===== config.mk =====
export PLATFORM = sky130hd
export DESIGN_NAME = serial_alu_seq
export DESIGN_NICKNAME = d
export VERILOG_FILES = /design/src/rtl/serial_alu_seq.sv
export SDC_FILE = /design/constraint.sdc
export NUM_CORES = 1
export LEC_CHECK = 0
export CAP_MARGIN = 5
export CORE_MARGIN = 2
export CORE_UTILIZATION = 55
export CTS_CLUSTER_SIZE = 8
export DETAILED_ROUTE_END_ITERATION = 12
export PLACE_DENSITY_LB_ADDON = 0.2
export SETUP_SLACK_MARGIN = 0.05
export SYNTH_ARGS = -nofsm -noshare
export SYNTH_HDL_FRONTEND = slang
export SYNTH_SLANG_ARGS = --single-unit

===== constraint.sdc =====
create_clock -name clk -period 5.2 [get_ports clk]
set_input_delay 0.52 -clock clk [delete_from_list [all_inputs] [get_ports clk]]
set_output_delay 0.52 -clock clk [all_outputs]
set_load 0.03 [all_outputs]

===== src/rtl/serial_alu_seq.sv =====
// Bit-serial ALU controller: feeds one operand bit per clock, LSB first, through a
// 1-bit ALU slice with the ripple carry held in a flop between cycles.
module serial_alu_seq #(
    parameter int unsigned WIDTH = 8
) (
    input  logic             clk,
    input  logic             rst,
    input  logic             start,
    input  logic [WIDTH-1:0] a,
    input  logic [WIDTH-1:0] b,
    input  logic [3:0]       alu_ctl,
    output logic             busy,
    output logic             done,
    output logic [WIDTH-1:0] result,
    output logic             carry_out,
    output logic             overflow,
    output logic             zero
);

    localparam int unsigned IdxW = $clog2(WIDTH);

    typedef enum logic [1:0] {
        StIdle,
        StRun,
        StDone
    } state_e;

    state_e           state_q, state_d;
    logic [WIDTH-1:0] a_q, a_d;
    logic [WIDTH-1:0] b_q, b_d;
    logic [3:0]       ctl_q, ctl_d;
    logic             carry_q, carry_d;
    logic [IdxW-1:0]  idx_q, idx_d;
    logic [WIDTH-1:0] result_q, result_d;
    logic             cout_q, cout_d;
    logic             ovf_q, ovf_d;

    // 1-bit ALU slice: ctl = {ainvert, binvert, op[1:0]}
    logic       ainvert, binvert, in1, in2, carry_in, less;
    logic [1:0] slice_op;
    logic       x, y, slice_sum, slice_cout, slice_res;

    always_comb begin
        ainvert  = ctl_q[3];
        binvert  = ctl_q[2];
        // SLT runs the subtract; the set bit is formed from the MSB afterwards
        slice_op = (ctl_q[1:0] == 2'b11) ? 2'b10 : ctl_q[1:0];
        in1      = a_q[idx_q];
        in2      = b_q[idx_q];
        carry_in = carry_q;
        less     = 1'b0;

        x          = in1 ^ ainvert;
        y          = in2 ^ binvert;
        slice_sum  = x ^ y ^ carry_in;
        slice_cout = (x & y) | (x & carry_in) | (y & carry_in);
        unique case (slice_op)
            2'b00:   slice_res = x & y;
            2'b01:   slice_res = x | y;
            2'b10:   slice_res = slice_sum;
            default: slice_res = less;
        endcase
    end

    logic last_bit, accept, msb_ovf;

    always_comb begin
        state_d  = state_q;
        a_d      = a_q;
        b_d      = b_q;
        ctl_d    = ctl_q;
        carry_d  = carry_q;
        idx_d    = idx_q;
        result_d = result_q;
        cout_d   = cout_q;
        ovf_d    = ovf_q;

        last_bit = (idx_q == IdxW'(WIDTH - 1));
        accept   = start && (state_q != StRun);
        // At the MSB the carry flop holds that bit's carry-in
        msb_ovf  = carry_q ^ slice_cout;

        unique case (state_q)
            StIdle:  if (start) state_d = StRun;
            StRun:   if (last_bit) state_d = StDone;
            StDone:  state_d = start ? StRun : StIdle;
            default: state_d = StIdle;
        endcase

        if (accept) begin
            a_d      = a;
            b_d      = b;
            ctl_d    = alu_ctl;
            carry_d  = alu_ctl[2];
            idx_d    = '0;
            result_d = '0;
            cout_d   = 1'b0;
            ovf_d    = 1'b0;
        end else if (state_q == StRun) begin
            result_d[idx_q] = slice_res;
            carry_d         = slice_cout;
            idx_d           = idx_q + IdxW'(1);
            if (last_bit) begin
                if (ctl_q[1]) begin
                    cout_d = slice_cout;
                    ovf_d  = msb_ovf;
                    if (ctl_q[0]) begin
                        result_d    = '0;
                        result_d[0] = slice_sum ^ msb_ovf;
                    end
                end else begin
                    cout_d = 1'b0;
                    ovf_d  = 1'b0;
                end
            end
        end
    end

    always_ff @(posedge clk or posedge rst) begin
        if (rst) begin
            state_q  <= StIdle;
            a_q      <= '0;
            b_q      <= '0;
            ctl_q    <= '0;
            carry_q  <= 1'b0;
            idx_q    <= '0;
            result_q <= '0;
            cout_q   <= 1'b0;
            ovf_q    <= 1'b0;
        end else begin
            state_q  <= state_d;
            a_q      <= a_d;
            b_q      <= b_d;
            ctl_q    <= ctl_d;
            carry_q  <= carry_d;
            idx_q    <= idx_d;
            result_q <= result_d;
            cout_q   <= cout_d;
            ovf_q    <= ovf_d;
        end
    end

    assign busy      = (state_q == StRun);
    assign done      = (state_q == StDone);
    assign result    = result_q;
    assign carry_out = cout_q;
    assign overflow  = ovf_q;
    assign zero      = (result_q == '0);

endmodule


==> results of run 1 <==
-- state kept, by name, summed over array words and instances, names as in the netlist --
register and flops:
overflow 1, b_q 8, idx_q 3, state_q 2, carry_in 1, result 8
carry_out 1, a_q 8, ctl_q 4
-- through the flow --
step | setup WS [ns] | instance area [sq um] | std cells
final | 1.850 | 2337 | 255
after detailed placement | 1.888 | 2278 | 247
after global placement | 2.106 | 2278 | 247
after global routing | 1.582 | 2337 | 255
after floorplan | 2.498 | 1911 | 172
after CTS | 1.879 | 2337 | 255
-- power breakdown --
part,internal (mW),switching (mW),total (mW)
Combinational,0.478,0.527,1.01
Sequential,0.407,0.146,0.553
Clock,0.0667,0.0877,0.154
Total,0.952,0.761,1.71
-- critical path: stages (launching register included) --
cell and delay [ns]:
sky130_fd_sc_hd__dfrtp_1 0.98, sky130_fd_sc_hd__mux2i_1 0.17, sky130_fd_sc_hd__mux4_2 0.56, sky130_fd_sc_hd__xnor2_4 0.18, sky130_fd_sc_hd__ha_1 0.38, sky130_fd_sc_hd__nor3_1 0.24, sky130_fd_sc_hd__a21oi_1 0.09, sky130_fd_sc_hd__o21ai_0 0.30
sky130_fd_sc_hd__nor3_1 0.12, sky130_fd_sc_hd__a22o_1 0.22
-- synthesized netlist by cell type, drive strengths merged --
cell / count / area share [%]
nor3: 4 / 1.3
ha: 3 / 2.0
a22oi: 2 / 0.79
nor2b: 4 / 1.3
and3: 2 / 0.65
or3: 1 / 0.33
mux2: 20 / 12
clkbuf: 3 / 0.59
o22ai: 1 / 0.33
a21o: 1 / 0.39
nand2: 19 / 3.7
mux2i: 8 / 4.2
mux4: 2 / 2.4
a31o: 1 / 0.46
a31oi: 2 / 0.65
nand3: 3 / 0.79
xor2: 1 / 0.46
o21ai: 19 / 5.2
dfrtp: 36 / 47
buf: 5 / 2.3
inv: 5 / 0.98
nor2: 9 / 1.8
o21a: 1 / 0.39
a21oi: 6 / 1.6
nand2b: 4 / 1.3
o31ai: 3 / 2.0
or4: 2 / 0.79
o41ai: 1 / 0.85
xnor2: 2 / 2.9
or2: 1 / 0.33
a22o: 1 / 0.46
-- logic make-up (layout without fill, tap and decap cells) --
kind of cell	count (synthesis)	after routing
and+or+nand+nor	49	49
AOI/OAI and AO/OA	38	38
DFF	36	36
muxes	30	30
buffers and inverters	13	50
adders and majority gates	3	3
xor gates and xnor gates	3	3
-- layer usage --
layer / part of all wire (%) / global-route usage (%) / up-vias
li1: - / - / 688
met1: 40 / 24.49 / 684
met2: 51 / 39.10 / 50
met3: 5.1 / 6.667 / 18
met4: 3.1 / 10.56 / 0
met5: 0 / 0 / -
-- how the worst min path moves through the flow --
stage | from | end | slack, ns | cells past startpoint
global placement | carry_out | carry_out | 0.48 | 2
detailed placement | state_q[0] | state_q[0] | 0.49 | 1
global route | state_q[0] | state_q[0] | 0.53 | 1
finish | state_q[0] | state_q[0] | 0.50 | 1
CTS | state_q[0] | state_q[0] | 0.50 | 1
floorplan | state_q[0] | state_q[0] | 0.47 | 1
-- layout make-up --
| class | instances | area share (%) |
|---|---|---|
| Timing Repair Buffer | 37 | 15.63 |
| Sequential cell | 36 | 38.54 |
| Clock buffer | 8 | 2.516 |
| Inverter | 5 | 0.8030 |
| Multi-Input combinational cell | 123 | 40.04 |
| Tap cell | 46 | 2.463 |
==> run_results.csv, run 1 <==
group,metric,value,unit
outcome,outcome,"completed",
global_routing,overflow,0,
timing,final_report_hold_violation_count,0,
critical_path,cp_data_arrival_time,3.59,ns
pwr,p_leak,0.9926,nW
pwr,power_density,732.9,nW/um^2
yosys,post_synth_fa_ha_maj_area_fraction,1.965,%
yosys,synth_cell_types,36,
timing,worst_slew_margin_rel,36.58,%
critical_path,crit_end,"result[0]",
timing,final-setup-viol-count,0,
layout,area_growth,22.33,%
placement,hpwl,2.845,mm
floorplanning,fp-row-count,21,
yosys,synthesis.area_per_instance,11.11,sq um
route,drt_iter0_markers,136,
floorplanning,die_area,3961,sq um
layout,seq_area,900.9,sq um
yosys,synth_area_in_compound_gates,13.03,%
layout,fillCellCount,271,
floorplanning,fp.dieH,62.94,um
critical_path,worst-r2r-setup-slack,1.85,ns
timing,clock.fmax,298.5,MHz
clocking,insertion_delay,0.34,ns
layout,final_common_cell,"sky130_fd_sc_hd__dfrtp_1",
clocking,cts.reportedPaths.clkPinSlew,0.11,ns
layout,antenna-diode-count,0,
layout,fraction_of_layout_cells_with_a_size_suffix_above_1,19.14,%
yosys,synth-seq-cells,36,
floorplanning,floorplan.initialDensity,57.26,%
critical_path,endpoint_kind,"register",
global_routing,grt_antenna_before_repair,0,
worst_hold_path,min-delay-path-class,"register to register",
timing,transition_time_of_the_tightest_slew_check_pin,0.9513,ns
yosys,syn-num-nets,198,
yosys,synth_sequential_area_ratio,47.15,%
global_routing,grt_pass1_vias,1498,
timing,period_needed,3.350,ns
clocking,clock_sinks,36,
clocking,cts_htree_levels,2,
critical_path,worst-r2r-cell-count,9,
placement,io_buffer_count,35,
clocking,cts_tree,"built",
route,drt-total-wl,3.767,mm
yosys,synth.area.mux_share,18.34,%
yosys,dominant_combinational_cell_family_by_area_after_synthesis,"multiplexers",
clocking,clock_path_buffers,2,
route,num_vias,1440,
critical_path,crit_path_max_fanout,25,
placement,gp_congestion,0.8913,
yosys,post_synth_xor_area_fraction,3.340,%
floorplanning,die_width,62.94,um
route,post-route-drc-count,0,
clocking,cts.repair.resized,0,
global_routing,grt_start_max_net_pins,37,
clocking,hold_buffers,0,
yosys,post_synth_and_or_nand_nor_area_fraction,12.31,%
global_routing,globalRouteTotalUtil,22.29,%
pwr,ir_drop,0.3121,mV
layout,layout.nets,234,
route,detail_route.wl_per_cell,14.77,um
floorplanning,top_level_ports,36,
global_routing,grt_first_pass_wirelength,6.789,mm
yosys,post_synth_instance_area,1911,sq um
critical_path,startpoint_type,"register",
yosys,syn_inst,172,
timing,timing.final.max_slew_violations,0,
critical_path,worst_r2r_startpoint,"idx_q[0]",
timing,timing.clock.skew,0.01260,ns
pwr,power,1.713,mW
route,drt-vias-per-instance,5.647,
clocking,clock-root-buffer,"sky130_fd_sc_hd__clkbuf_4",
critical_path,timing.critical_path.from,"idx_q[0]",
clocking,postCtsSetupBuffers,0,
timing,grt_setup_unrepaired,"no",
timing,post-route-period-util,64.42,%
route,detailedRoute.firstPassIterationCount,4,
clocking,cts_buffers,5,
layout,layout.cells.most_common_list,"36 x sky130_fd_sc_hd__dfrtp_1, 35 x sky130_fd_sc_hd__clkdlybuf4s50_1, 20 x sky130_fd_sc_hd__mux2_2",
critical_path,worst_r2r_endpoint,"result[0]",
floorplanning,fp.coreArea,3337,sq um
yosys,ys_warn_count,0,
critical_path,timing.setup.critical_path_class,"register to register",
layout,multiInputGateArea,935.9,sq um
timing,setup_total_negative_slack,0,ns
layout,final_core_utilization,70.04,%
route,ant_nets,0,
timing,fin_worst_hold_slack,0.5035,ns
critical_path,timing.critical_path.required,5.44,ns
run,drv.max_cap_violation_count,0,
Power figures use the tool's default switching activity.
==> run 2: changes to the inputs <==
CORE_UTILIZATION = 47   (was 55)
clock period = 2.7 ns   (was 5.2 ns; I/O delays follow)
==> run_results.csv, run 2 (synthesis results as in run 1) <==
group,metric,value,unit
critical_path,crit_end,"result[0]",
timing,final_report_hold_violation_count,0,
placement,gp_congestion,0.8742,
pwr,share_seq_of_total_power,28.1,%
worst_hold_path,min-delay-path-class,"input port to async pin",
clocking,postCtsSetupBuffers,0,
floorplanning,die_width,67.76,um
layout,antenna-diode-count,0,
timing,fin_worst_hold_slack,0.4113,ns
critical_path,timing.setup.critical_path_class,"register to register",
route,detailedRoute.firstPassIterationCount,4,
pwr,p_sw,1.536,mW
critical_path,endpoint_kind,"register",
critical_path,timing.critical_path.required,2.88,ns
placement,hpwl,2.951,mm
floorplanning,floorplan.initialDensity,48.46,%
clocking,clock-root-buffer,"sky130_fd_sc_hd__clkbuf_8",
floorplanning,top_level_ports,36,
clocking,clock_sinks,36,
clocking,cts_tree,"built",
critical_path,worst_r2r_endpoint,"result[0]",
route,drt_iter0_markers,80,
placement,io_buffer_count,35,
critical_path,timing.critical_path.from,"idx_q[0]",
layout,area_growth,27.31,%
clocking,cts_buffers,5,
outcome,outcome,"completed",
run,drv.max_cap_violation_count,0,
timing,grt_setup_unrepaired,"yes",
timing,period_needed,2.590,ns
layout,fraction_of_layout_cells_with_a_size_suffix_above_1,23.47,%
critical_path,worst-r2r-setup-slack,0.11,ns
critical_path,startpoint_type,"register",
critical_path,worst-r2r-cell-count,9,
timing,final-setup-viol-count,0,
floorplanning,die_area,4591,sq um
timing,worst_slew_margin_rel,70.09,%
critical_path,crit_path_max_fanout,5,
pwr,power_report.internal_total,2.074,mW
pwr,power.share.switching,42.55,%
layout,fillCellCount,320,
timing,clock.fmax,386.1,MHz
timing,timing.clock.skew,0.006655,ns
clocking,cts.reportedPaths.clkPinSlew,0.07,ns
pwr,combPwrFrac,62.0,%
route,detail_route.wl_per_cell,15.10,um
global_routing,grt_start_max_net_pins,37,
floorplanning,fp-row-count,23,
global_routing,globalRouteTotalUtil,19.11,%
route,drt-vias-per-instance,5.483,
layout,layout.cell_area.non_filler,2432,sq um
route,drt-total-wl,3.971,mm
global_routing,grt_pass1_vias,1469,
timing,post-route-period-util,95.93,%
timing,timing.final.max_slew_violations,0,
pwr,power.clock.fraction,9.9,%
timing,transition_time_of_the_tightest_slew_check_pin,0.4486,ns
global_routing,grt_first_pass_wirelength,6.472,mm
critical_path,worst_r2r_startpoint,"idx_q[0]",
global_routing,overflow,0,
route,ant_nets,0,
route,post-route-drc-count,0,
floorplanning,fp.dieH,67.76,um
clocking,cts_htree_levels,2,
pwr,power_density,1484,nW/um^2
pwr,ir_drop,0.7155,mV
clocking,clock_path_buffers,2,
route,num_vias,1442,
clocking,insertion_delay,0.29,ns
pwr,p_leak,1.031,nW
layout,layout.cells.most_common_list,"35 x sky130_fd_sc_hd__dfrtp_1, 35 x sky130_fd_sc_hd__clkdlybuf4s50_1, 20 x sky130_fd_sc_hd__mux2_2",
floorplanning,fp.coreArea,3943,sq um
critical_path,cp_data_arrival_time,2.77,ns
layout,layout.nets,239,
placement,placed_cell_area,2333,sq um
global_routing,grt_antenna_before_repair,0,
timing,setup_total_negative_slack,0,ns
-- run 2: worst max-delay path, cell delays in order, from the launching register on --
cell	delay, ns
sky130_fd_sc_hd__dfrtp_1	0.41
sky130_fd_sc_hd__buf_4	0.17
sky130_fd_sc_hd__mux2i_1	0.11
sky130_fd_sc_hd__mux4_2	0.53
sky130_fd_sc_hd__xnor2_4	0.19
sky130_fd_sc_hd__ha_4	0.24
sky130_fd_sc_hd__or3_4	0.40
sky130_fd_sc_hd__nor3_4	0.14
sky130_fd_sc_hd__o41ai_2	0.10
sky130_fd_sc_hd__a22o_1	0.18
-- run 2: worst min-delay path by stage --
stage / from / endpoint / cells after the start
final: rst / result[1] / 3
after global routing: rst / result[2] / 3
after CTS: rst / b_q[0] / 3
after detailed placement: state_q[0] / state_q[0] / 1
after global placement: state_q[0] / state_q[0] / 1
after floorplan: alu_ctl[2] / carry_in / 2
-- run 2: power by group through the flow --
stage / sequential [mW] / clock (mW) / combinational (mW)
final: 1.01 / 0.358 / 2.24
after global routing: 1.05 / 0.386 / 2.43
after CTS: 1.02 / 0.367 / 2.19
after detailed placement: 1.03 / 0 / 2.18
after global placement: 1.01 / 0 / 2.09
after floorplan: 1.04 / 0 / 1.61
-- run 2: final cells by class --
class	count	area, sq um	area share [%]
clock buffer	6	72.57	2.984
clock inverter	1	5.005	0.2058
inverter	5	18.77	0.7716
multi-input combinational	123	964.7	39.66
sequential	36	902.1	37.09
tap	50	62.56	2.572
timing repair buffer	42	406.6	16.72
-- run 2: per-stage QoR --
| step | std cells | setup slack (ns) | total power [mW] | utilization (%) |
|---|---|---|---|---|
| finish | 263 | 0.1099 | 3.610 | 61.69 |
| global route | 263 | 0.007248 | 3.871 | 61.69 |
| CTS | 263 | 0.09341 | 3.570 | 61.16 |
| detailed placement | 256 | 0.1079 | 3.206 | 59.19 |
| global placement | 256 | 0.1759 | 3.105 | 59.19 |
| floorplan | 172 | 0.04474 | 2.648 | - |
-- run 2: what timing repair did --
item,4_1_cts,5_1_grt
hold buffers,0,0
resized for setup,0,7
endpoints found under the setup margin,0,5
-- run 2: per-layer routing --
metal  global-route usage, %  share of wire, %  vias to the layer above  wire, um
li1                        -                 -                      695         -
met1                   21.03                41                      713      1610
met2                   34.44                54                       26      2137
met5                       0                 0                        -         0
met4                   7.653               1.6                        0        65
met3                   5.333               4.0                        8       158
==> run 3: changes to the inputs <==
PLACE_DENSITY = 0.74   (was not set)
PLACE_DENSITY_LB_ADDON = not set   (was 0.2)
==> run_results.csv, run 3 (synthesis results as in run 1) <==
group,metric,value,unit
layout,antenna-diode-count,0,
clocking,cts.reportedPaths.clkPinSlew,0.07,ns
global_routing,grt_pass1_vias,1570,
outcome,outcome,"completed",
route,detailedRoute.firstPassIterationCount,4,
global_routing,grt_antenna_before_repair,0,
route,ant_nets,0,
timing,clock.fmax,392.1,MHz
timing,final_report_hold_violation_count,0,
clocking,cts_tree,"built",
route,drt-total-wl,4.098,mm
layout,fillCellCount,303,
route,num_vias,1478,
floorplanning,fp.coreArea,3943,sq um
floorplanning,fp-row-count,23,
route,drt-vias-per-instance,5.556,
floorplanning,die_width,67.76,um
timing,final-setup-viol-count,0,
clocking,insertion_delay,0.28,ns
pwr,power_density,1498,nW/um^2
global_routing,overflow,0,
clocking,clock_sinks,36,
floorplanning,die_area,4591,sq um
global_routing,grt_first_pass_wirelength,7.072,mm
floorplanning,top_level_ports,36,
critical_path,cp_cell_sequence,"buf_4 > mux2i_1 > mux4_2 > xnor2_4 > ha_4 > or3_1 > nor3_2 > nor3_1 > a22o_1",
floorplanning,floorplan.initialDensity,48.46,%
global_routing,grt_start_max_net_pins,37,
critical_path,crit_path_max_fanout,5,
critical_path,worst_r2r_startpoint,"idx_q[0]",
critical_path,slowest_delay,0.53,ns
critical_path,worst-r2r-cell-count,9,
critical_path,startpoint_type,"register",
route,post-route-drc-count,0,
timing,worst_slew_margin_rel,69.36,%
route,drt_iter0_markers,51,
timing,period_needed,2.551,ns
layout,fraction_of_layout_cells_with_a_size_suffix_above_1,22.69,%
layout,final_common_cell,"sky130_fd_sc_hd__dfrtp_1",
pwr,p_leak,1.039,nW
timing,transition_time_of_the_tightest_slew_check_pin,0.4579,ns
layout,layout.cells.most_common_list,"36 x sky130_fd_sc_hd__dfrtp_1, 35 x sky130_fd_sc_hd__clkdlybuf4s50_1, 20 x sky130_fd_sc_hd__mux2_2",
critical_path,worst-r2r-setup-slack,0.15,ns
worst_hold_path,min-delay-path-class,"input port to async pin",
timing,timing.final.max_slew_violations,0,
clocking,clock_path_buffers,2,
placement,placed_cell_area,2349,sq um
critical_path,endpoint_kind,"register",
critical_path,cp_data_arrival_time,2.72,ns
placement,hpwl,3.056,mm
global_routing,globalRouteTotalUtil,20.98,%
timing,post-route-period-util,94.47,%
layout,layout.nets,241,
layout,layout.cell_area.non_filler,2440,sq um
critical_path,worst_r2r_endpoint,"result[0]",
route,detail_route.wl_per_cell,15.41,um
floorplanning,fp.dieH,67.76,um
clocking,cts_htree_levels,2,
clocking,clock-root-buffer,"sky130_fd_sc_hd__clkbuf_8",
placement,gp_congestion,0.8423,
timing,fin_worst_hold_slack,0.4002,ns
placement,io_buffer_count,35,
critical_path,timing.setup.critical_path_class,"register to register",
run,drv.max_cap_violation_count,0,
clocking,hold_buffers,0,
pwr,ir_drop,0.6698,mV
timing,setup_total_negative_slack,0,ns
critical_path,timing.critical_path.required,2.87,ns
clocking,cts_buffers,5,
critical_path,crit_slowest_cell,"sky130_fd_sc_hd__mux4_2",
timing,timing.clock.skew,0.005698,ns
layout,area_growth,27.70,%
timing,grt_setup_unrepaired,"yes",
run 3: worst max path at each step:
stage / from / to / slack, ns / depth (start not counted)
final: idx_q[0] / result[0] / 0.15 / 9
after global routing: idx_q[0] / result[0] / 0.03 / 9
after CTS: idx_q[0] / result[0] / 0.14 / 9
after detailed placement: idx_q[0] / result[0] / 0.14 / 9
after global placement: idx_q[0] / result[0] / 0.19 / 9
after floorplan: idx_q[0] / result[0] / 0.04 / 10
run 3: power breakdown:
group / switching [mW] / internal, mW / leakage [nW] / total, mW
Clock: 0.173 / 0.208 / 0.0455 / 0.381
Combinational: 1.16 / 1.12 / 0.549 / 2.28
Sequential: 0.210 / 0.789 / 0.445 / 0.999
Total: 1.54 / 2.11 / 1.04 / 3.65
run 3: layout make-up:
class | count | area (sq um) | share of cell area [%]
multi-input cells | 123 | 949.7 | 38.92
flip-flops and latches | 36 | 900.9 | 36.92
repair buffers | 44 | 417.9 | 17.13
clock buffers | 8 | 90.09 | 3.692
well taps | 50 | 62.56 | 2.564
inverters | 5 | 18.77 | 0.7692
run 3: worst max-delay path, delay by kind of cell (launching register included):
kind                       cells  cell delay, ns
and+or+nand+nor                3            0.63
AOI/OAI and AO/OA              1            0.20
xor gates and xnor gates       1            0.19
DFF                            1            0.38
buffers and inverters          1            0.16
muxes                          2            0.65
adders and majority gates      1            0.24
run 3: per-layer routing:
layer	track usage, %	wire length, um	vias up
met5	0	0	-
met4	7.653	25	0
met3	6.000	172	2
met2	34.44	2199	40
met1	26.23	1700	737
li1	-	-	699
run 3: through the flow:
stage               power (mW)  worst slack, ns  cells  util [%]
floorplan                2.648          0.04474    172         -
global route             3.941          0.02984    266     61.89
detailed placement       3.257           0.1415    258     59.57
finish                   3.655           0.1494    266     61.89
global placement         3.179           0.1871    258     59.57
CTS                      3.653           0.1371    266     61.85
run 3: timing repair:
| item | in CTS | in global routing |
|---|---|---|
| buffers inserted | 0 | 0 |
| gates resized for setup | 0 | 3 |
| endpoints found under the setup margin | 0 | 5 |
